--- src/rtl/uart_rx.sv ---
// UART receiver: 2-flop input synchronizer, start-bit validation at half a bit,
// mid-bit data sampling, stop-bit check, and a level/ack handshake with overrun.
module uart_rx #(
  parameter int unsigned BITS         = 8,
  parameter int unsigned CLKS_PER_BIT = 17
) (
  input  logic            clk,
  input  logic            rst,
  input  logic            rx,
  input  logic            data_ack,
  output logic [BITS-1:0] data,
  output logic            data_ready,
  output logic            frame_err,
  output logic            overrun
);

  localparam int unsigned HALF  = CLKS_PER_BIT / 2;
  localparam int unsigned CNT_W = $clog2(CLKS_PER_BIT);
  localparam int unsigned IDX_W = $clog2(BITS + 1);

  localparam logic [CNT_W-1:0] CNT_HALF_LAST = CNT_W'(HALF - 1);
  localparam logic [CNT_W-1:0] CNT_BIT_LAST  = CNT_W'(CLKS_PER_BIT - 1);
  localparam logic [IDX_W-1:0] IDX_LAST      = IDX_W'(BITS - 1);

  typedef enum logic [4:0] {
    S_IDLE  = 5'b00001,
    S_START = 5'b00010,
    S_DATA  = 5'b00100,
    S_STOP  = 5'b01000,
    S_BREAK = 5'b10000
  } state_e;

  state_e            state_q, state_d;
  logic              sync1_q, sync1_d;
  logic              rx_s_q, rx_s_d;
  logic [CNT_W-1:0]  cnt_q, cnt_d;
  logic [IDX_W-1:0]  idx_q, idx_d;
  logic [BITS-1:0]   shift_q, shift_d;
  logic [BITS-1:0]   data_q, data_d;
  logic              ready_q, ready_d;
  logic              ferr_q, ferr_d;
  logic              ovr_q, ovr_d;

  // Next-state logic: synchronizer, frame sequencing and consumer handshake
  always_comb begin
    sync1_d = rx;
    rx_s_d  = sync1_q;
    state_d = state_q;
    cnt_d   = cnt_q;
    idx_d   = idx_q;
    shift_d = shift_q;
    data_d  = data_q;
    ready_d = ready_q;
    ferr_d  = 1'b0;
    ovr_d   = ovr_q;

    // Ack only has an effect while a word is pending
    if (data_ack && ready_q) begin
      ready_d = 1'b0;
      ovr_d   = 1'b0;
    end

    case (state_q)
      S_IDLE: begin
        cnt_d = '0;
        if (!rx_s_q) begin
          state_d = S_START;
        end
      end

      S_START: begin
        if (cnt_q == CNT_HALF_LAST) begin
          cnt_d = '0;
          idx_d = '0;
          // A line that is high again at mid start bit was a glitch
          state_d = rx_s_q ? S_IDLE : S_DATA;
        end else begin
          cnt_d = cnt_q + CNT_W'(1);
        end
      end

      S_DATA: begin
        if (cnt_q == CNT_BIT_LAST) begin
          cnt_d   = '0;
          // LSB arrives first, so shifting right lands it in bit 0
          shift_d = {rx_s_q, shift_q[BITS-1:1]};
          idx_d   = idx_q + IDX_W'(1);
          if (idx_q == IDX_LAST) begin
            state_d = S_STOP;
          end
        end else begin
          cnt_d = cnt_q + CNT_W'(1);
        end
      end

      S_STOP: begin
        if (cnt_q == CNT_BIT_LAST) begin
          cnt_d = '0;
          if (rx_s_q) begin
            data_d  = shift_q;
            ready_d = 1'b1;
            // A completion coinciding with ack is not an overrun
            ovr_d   = ovr_d | (ready_q & ~data_ack);
            state_d = S_IDLE;
          end else begin
            ferr_d  = 1'b1;
            state_d = S_BREAK;
          end
        end else begin
          cnt_d = cnt_q + CNT_W'(1);
        end
      end

      S_BREAK: begin
        cnt_d = '0;
        // Hold off until the line returns high so a break is not read as starts
        if (rx_s_q) begin
          state_d = S_IDLE;
        end
      end

      default: begin
        cnt_d   = '0;
        state_d = S_IDLE;
      end
    endcase
  end

  // State and output registers with synchronous reset
  always_ff @(posedge clk) begin
    if (rst) begin
      sync1_q <= 1'b1;
      rx_s_q  <= 1'b1;
      state_q <= S_IDLE;
      cnt_q   <= '0;
      idx_q   <= '0;
      shift_q <= '0;
      data_q  <= '0;
      ready_q <= 1'b0;
      ferr_q  <= 1'b0;
      ovr_q   <= 1'b0;
    end else begin
      sync1_q <= sync1_d;
      rx_s_q  <= rx_s_d;
      state_q <= state_d;
      cnt_q   <= cnt_d;
      idx_q   <= idx_d;
      shift_q <= shift_d;
      data_q  <= data_d;
      ready_q <= ready_d;
      ferr_q  <= ferr_d;
      ovr_q   <= ovr_d;
    end
  end

  assign data       = data_q;
  assign data_ready = ready_q;
  assign frame_err  = ferr_q;
  assign overrun    = ovr_q;

endmodule
--- config.mk ---
export PLATFORM = sky130hd
export DESIGN_NAME = uart_rx
export DESIGN_NICKNAME = d
export VERILOG_FILES = /design/src/rtl/uart_rx.sv
export SDC_FILE = /design/constraint.sdc
export NUM_CORES = 1
export LEC_CHECK = 0
export CORE_MARGIN = 3
export CORE_UTILIZATION = 50
export DETAILED_ROUTE_END_ITERATION = 10
export MAX_ROUTING_LAYER = met4
export PLACE_DENSITY = 0.7
export SLEW_MARGIN = 15
export SYNTH_ARGS = -nofsm -noshare
export SYNTH_HDL_FRONTEND = slang
export SYNTH_SLANG_ARGS = --single-unit
export TNS_END_PERCENT = 5
--- constraint.sdc ---
create_clock -name clk -period 2.4 [get_ports clk]
set_clock_uncertainty 0.1 [all_clocks]
set_input_delay 0.24 -clock clk [delete_from_list [all_inputs] [get_ports clk]]
set_output_delay 0.24 -clock clk [all_outputs]
set_load 0.005 [all_outputs]
# [Word-level counts from Yosys, hierarchy flattened]
# Index checks and enable logic that the tools add are counted.
[classes] div=0 reduce_logical=8 eq_ne=14 addsub=2 bitwise=5 mul=0 n_lt_le_gt_ge=0 n_shift=0 muxes=24
[op_table] operator="2-to-1 mux 5 bit" count=9
[op_table] operator="case mux 5 bit (5 select lines)" count=1
[op_table] operator="!= test 2 bit (second input constant)" count=6
[op_table] operator="equality test 5 x 3 -> 1 bit (second input constant)" count=2
[op_table] operator="equality test 5 bit (second input constant)" count=2
[op_table] operator="case mux 5 bit (2 select lines)" count=1
[op_table] operator="2-to-1 mux 1 bit" count=9
[op_table] operator="2-to-1 mux 4 bit" count=2
[op_table] operator="case mux 4 bit (2 select lines)" count=1
[op_table] operator="AND reduction 3 bit" count=2
[op_table] operator="AND reduction 6 bit" count=1
[op_table] operator="adder 5 x 1 -> 5 bit (second input constant)" count=1
[op_table] operator="equality test 5 x 1 -> 1 bit (second input constant)" count=1
[op_table] operator="equality test 5 x 2 -> 1 bit (second input constant)" count=1
[op_table] operator="equality test 5 x 4 -> 1 bit (second input constant)" count=1
[op_table] operator="adder 4 x 1 -> 4 bit (second input constant)" count=1
[op_table] operator="equality test 4 x 3 -> 1 bit (second input constant)" count=1
[op_table] operator="2-to-1 mux 3 bit" count=1
[op_table] operator="NOT 1 bit" count=3
[op_table] operator="OR reduction 3 bit" count=1
[op_table] operator="AND reduction 2 bit" count=1
[op_table] operator="nonzero test 2 bit" count=1
[op_table] operator="OR reduction 2 bit" count=1
[op_table] operator="AND 1 bit" count=1
[op_table] operator="2 further kinds" count=2
[word_totals] ff_bits=35 mem_bits_rw=0 n_memories=0 mem_bits_ro=0 latchBits=0

# [Depth between registers and ports, before layout]
[logic_depth] ltp_word=6 depth_mapped=8

# [Least setup slack after synthesis]
# No wires, ideal clock.
[synth_timing] kind="flip-flop to flip-flop" startpoint="register rx_s_q" endpoint="register state_q[2]" path_buffers=1 arrival_time_ps=1695 period_less_slack_ps=1918 required_ps=2177 path_slack_ps=482 setup_ps=123 path_stages_with_launch=7 path_cell_list="dfxtp_1 > clkbuf_1 > or3b_1 > a2111oi_2 > a31oi_1 > nand2_2 > mux2_1"
[synth_via] elab_chain_len=3
[synth_lines] item="start: declaration" line_no="35" text="logic rx_s_q, rx_s_d;"
[synth_lines] item="start signal: assignment" line_no="144" text="rx_s_q <= rx_s_d;"
[synth_lines] item="2-to-1 mux 3 bit" line_no="76" text="state_d = rx_s_q ? S_IDLE : S_DATA;"
[synth_lines] item="2-to-1 mux 5 bit" line_no="72" text="if (cnt_q == CNT_HALF_LAST) begin"
[synth_lines] item="case mux 5 bit (5 select lines)" line_no="63" text="case (state_q)"
[synth_lines] item="end signal: assignment" line_no="145" text="state_q <= state_d;"
[synth_lines] item="end: declaration" line_no="33" text="state_e state_q, state_d;"
# Several ways; a longest one is shown, not always the timed one. The select of a mux whose other input is x is not followed.
# A chain may end at the register's enable or synchronous reset.

# [Worst setup path after layout]
[layout_timing] startpoint="register cnt_q[0]" endpoint="register idx_q[1]"
[layout_via] elab_chain_len=3
[layout_lines] item="start: declaration" line_no="36" text="logic [CNT_W-1:0] cnt_q, cnt_d;"
[layout_lines] item="start signal: assignment" line_no="146" text="cnt_q <= cnt_d;"
[layout_lines] item="equality test 5 bit / equality test 5 x 3 -> 1 bit (equally long branches)" line_no="83, 72"
[layout_lines] item="!= test 2 bit (no line)"
[layout_lines] item="AND reduction 3 bit (no line) *"
[layout_lines] item="end signal: assignment" line_no="147" text="idx_q <= idx_d;"
[layout_lines] item="end: declaration" line_no="37" text="logic [IDX_W-1:0] idx_q, idx_d;"
# Every way passes the cells marked *; elsewhere a longest branch is shown, timed or not.

==> impl_metrics.yaml <==
outcome:
  status: "complete, no violations"
sta:
  slew-limit-headroom_pct: 48.9
  fin_setup_tns_ps: 0
  drv_slew: 0
  setup_viol: 0
  finalHoldViolCount: 0
  fin_ws_ps: 255
  finalCriticalPeriod_ps: 2150
  grt_setup_unrepaired: "no"
  fmax_mhz: 466
  min_period_over_period_pct: 89.4
  tightest_slew_ps: 764
clock_tree:
  clock-sinks: 35
  hold_buffers: 0
  post_cts_buffers: 0
  path_clk_slew_ps: 120
  clock_latency_ps: 350
  cts_buffer_depth: 2
  root_buffer: "clkbuf_4"
  cts_tree: "yes"
  numCtsBuffers: 5
  cts_resized: 0
  cts_max_level: 2
global_routing:
  grt_pass1_vias: 1117
  gr-usage-all-layers_pct: 19.4
  grt_max_degree: 23
  overflow: 0
  grt_pass1_wl_um: 5050
  antenna_found_initial: 0
yosys:
  ys_types: 42
  synth_top_cell_by_area: "dfxtp_1"
  synth_area_leaders: "dfxtp_1 46%, mux2i_1 6.0%, a21oi_1 5.0%"
  synth_edf_count: 0
  synth-seq-cells: 35
  ys_seq_area_share_pct: 46.3
  synthTopCellsByCount: "35 x dfxtp_1, 20 x nand2_1, 20 x nor2_1"
  ys_async_sr_fraction_pct: 0
  ys_warn_count: 0
  yosysMostFrequentCell: "dfxtp_1"
  synth.avg_cell_area_um2: 9.00
  synth_largest_type_area_fraction_pct: 46.3
  syn_nets: 175
  netlist_instances: 168
  syn_area_um2: 1510
  synth_flop_cell: "dfxtp_1"
routing:
  vias_per_cell: 5.60
  drt_iter0_markers: 49
  drc: 0
  wl_per_cell_um: 13.9
  firstDrtPassIters: 4
  vias: 1204
  wl_um: 2990
  antenna_left: 0
placement:
  port-buffer-count: 14
  dp_hpwl_um: 2160
  pre_cts_ws_ps: 301
  place_congestion: 0.904
power:
  switching_share_pct: 26.9
  pwr-share-clk_pct: 34.9
  p_leak_nw: 0.668
  powerDensity_nw_per_um2: 694
  p_comb_share_pct: 13.8
  pwr-share-seq_pct: 51.3
  p_switching_mw: 0.327
  p_int_mw: 0.889
  max-vdd-ir-drop_uv: 453
die:
  core.rowCount: 19
  core_um2: 2830
  dieArea_um2: 3720
  die_x_um: 61.0
  start_util_pct: 53.5
  die_h_um: 61.0
  ios: 15
worst_setup_path:
  crit_fanout: 10
  worst-setup-path-type: "reg2reg"
  cpLargestDelayFamily: "simple AND/OR/NAND/NOR gates"
  reg2regPathDepth: 7
  max_stage_delay_ps: 430
  critPathLaunchType: "register"
  cp-end-kind: "register"
  critPathBufInv: 1
  path_cells: "inv_1 > ha_1 > and4bb_1 > and3_1 > a31oi_1 > or3b_1 > a21oi_1"
  cp.arrival_ps: 2340
  critical_path_depth: 7
  slowest_stage: "or3b_1"
  required_ps: 2590
cells_and_area:
  seqCellArea_um2: 701
  nFillCells: 240
  antenna_cells: 0
  multi_input_area_um2: 764
  drive_gt1_share_pct: 9.24
  nNetsFinal: 190
  area_delta_synth_final_pct: 15.8
  utilization_pct: 61.9
run:
  cap_violations: 0
min_path:
  hp-class: "reg2reg"
  hold_path_depth: 1
-- metrics by stage --
step	total power, mW	std cells	hold WS (ps)	instance area, um^2
3_5_place_dp	0.802	207	295	1670
5_1_grt	1.27	215	328	1750
4_1_cts	1.23	215	323	1750
3_3_place_gp	0.802	207	293	1670
2_1_floorplan	0.768	168	241	1510
6_report	1.22	215	326	1750
-- flip-flops by register name, indices dropped and copies added (netlist names), named ones only --
name,count
shift_q,8
rx_s_q,1
frame_err,1
state_q,5
data,8
idx_q,4
cnt_q,5
data_ready,1
rx_s_d,1
-- cell usage in the layout, fill, tap and decap left out, drive strengths merged --
| cell | count |
|---|---|
| a21oi | 15 |
| ha | 3 |
| bufinv | 1 |
| or2 | 3 |
| dfxtp | 35 |
| clkinv | 2 |
| a31oi | 3 |
| a2111oi | 1 |
| or3 | 2 |
| a311oi | 1 |
| o21ai | 3 |
| nor2 | 20 |
| nand4bb | 1 |
| and4bb | 2 |
| o41ai | 1 |
| clkbuf | 5 |
| nor3 | 5 |
| mux2 | 2 |
| xor2 | 2 |
| clkdlybuf4s50 | 14 |
| nand3 | 6 |
| buf | 2 |
| and3 | 3 |
| a21o | 1 |
| mux2i | 9 |
| inv | 3 |
| xnor2 | 1 |
| o31ai | 2 |
| nand2b | 1 |
| nor4 | 1 |
| nor2b | 3 |
| a211oi | 1 |
| nand2 | 21 |
| nand3b | 3 |
| or3b | 3 |
| and2b | 1 |
| nor3b | 2 |
-- logic make-up (layout without fill, tap and decap cells) --
kind of cell	after synthesis	after routing	synth area share (%)
AOI/OAI and AO/OA	28	28	11.7
xor gates and xnor gates	3	3	1.74
adders and majority gates	3	3	2.48
buffers and inverters	11	27	3.14
DFF	35	35	46.3
muxes	11	11	7.44
and+or+nand+nor	77	77	27.2
-- final cells by class --
class | count | share of cell area [%]
Inverter | 3 | 0.643
Tap cell | 31 | 2.21
Clock inverter | 3 | 2.50
Clock buffer | 5 | 2.14
Multi-Input combinational cell | 122 | 43.6
Timing Repair Buffer | 16 | 8.86
Sequential cell | 35 | 40.0
-- final timing paths --
kind	slack [ps]	to	from
max reg2reg	250	idx_q[1]$_SDFFE_PP0P_	cnt_q[0]$_SDFF_PP0_
max	250	idx_q[1]$_SDFFE_PP0P_	cnt_q[0]$_SDFF_PP0_
min	330	rx_s_q$_SDFF_PP1_	rx_s_d$_SDFF_PP1_
min reg2reg	330	rx_s_q$_SDFF_PP1_	rx_s_d$_SDFF_PP1_
-- power groups by stage --
stage	logic [mW]	clock network [mW]	registers, mW
2_1_floorplan	0.138	0	0.629
3_3_place_gp	0.167	0	0.635
3_5_place_dp	0.166	0	0.636
4_1_cts	0.166	0.436	0.623
5_1_grt	0.191	0.457	0.626
6_report	0.167	0.425	0.624
-- worst reg2reg max path, cell delays in order (launching register included) --
cell and delay (ps):
dfxtp_1 350, inv_1 60, ha_1 170, and4bb_1 290, and3_1 380, a31oi_1 180, or3b_1 430, a21oi_1 140
-- layer usage --
metal	GRT usage, %	vias up	wire length (um)
met3	7.66	4	97
met1	23.7	568	1410
li1	-	613	-
met4	7.12	0	29
met2	28.7	19	1450
met5	-	-	0
Power figures use the tool's default switching activity.
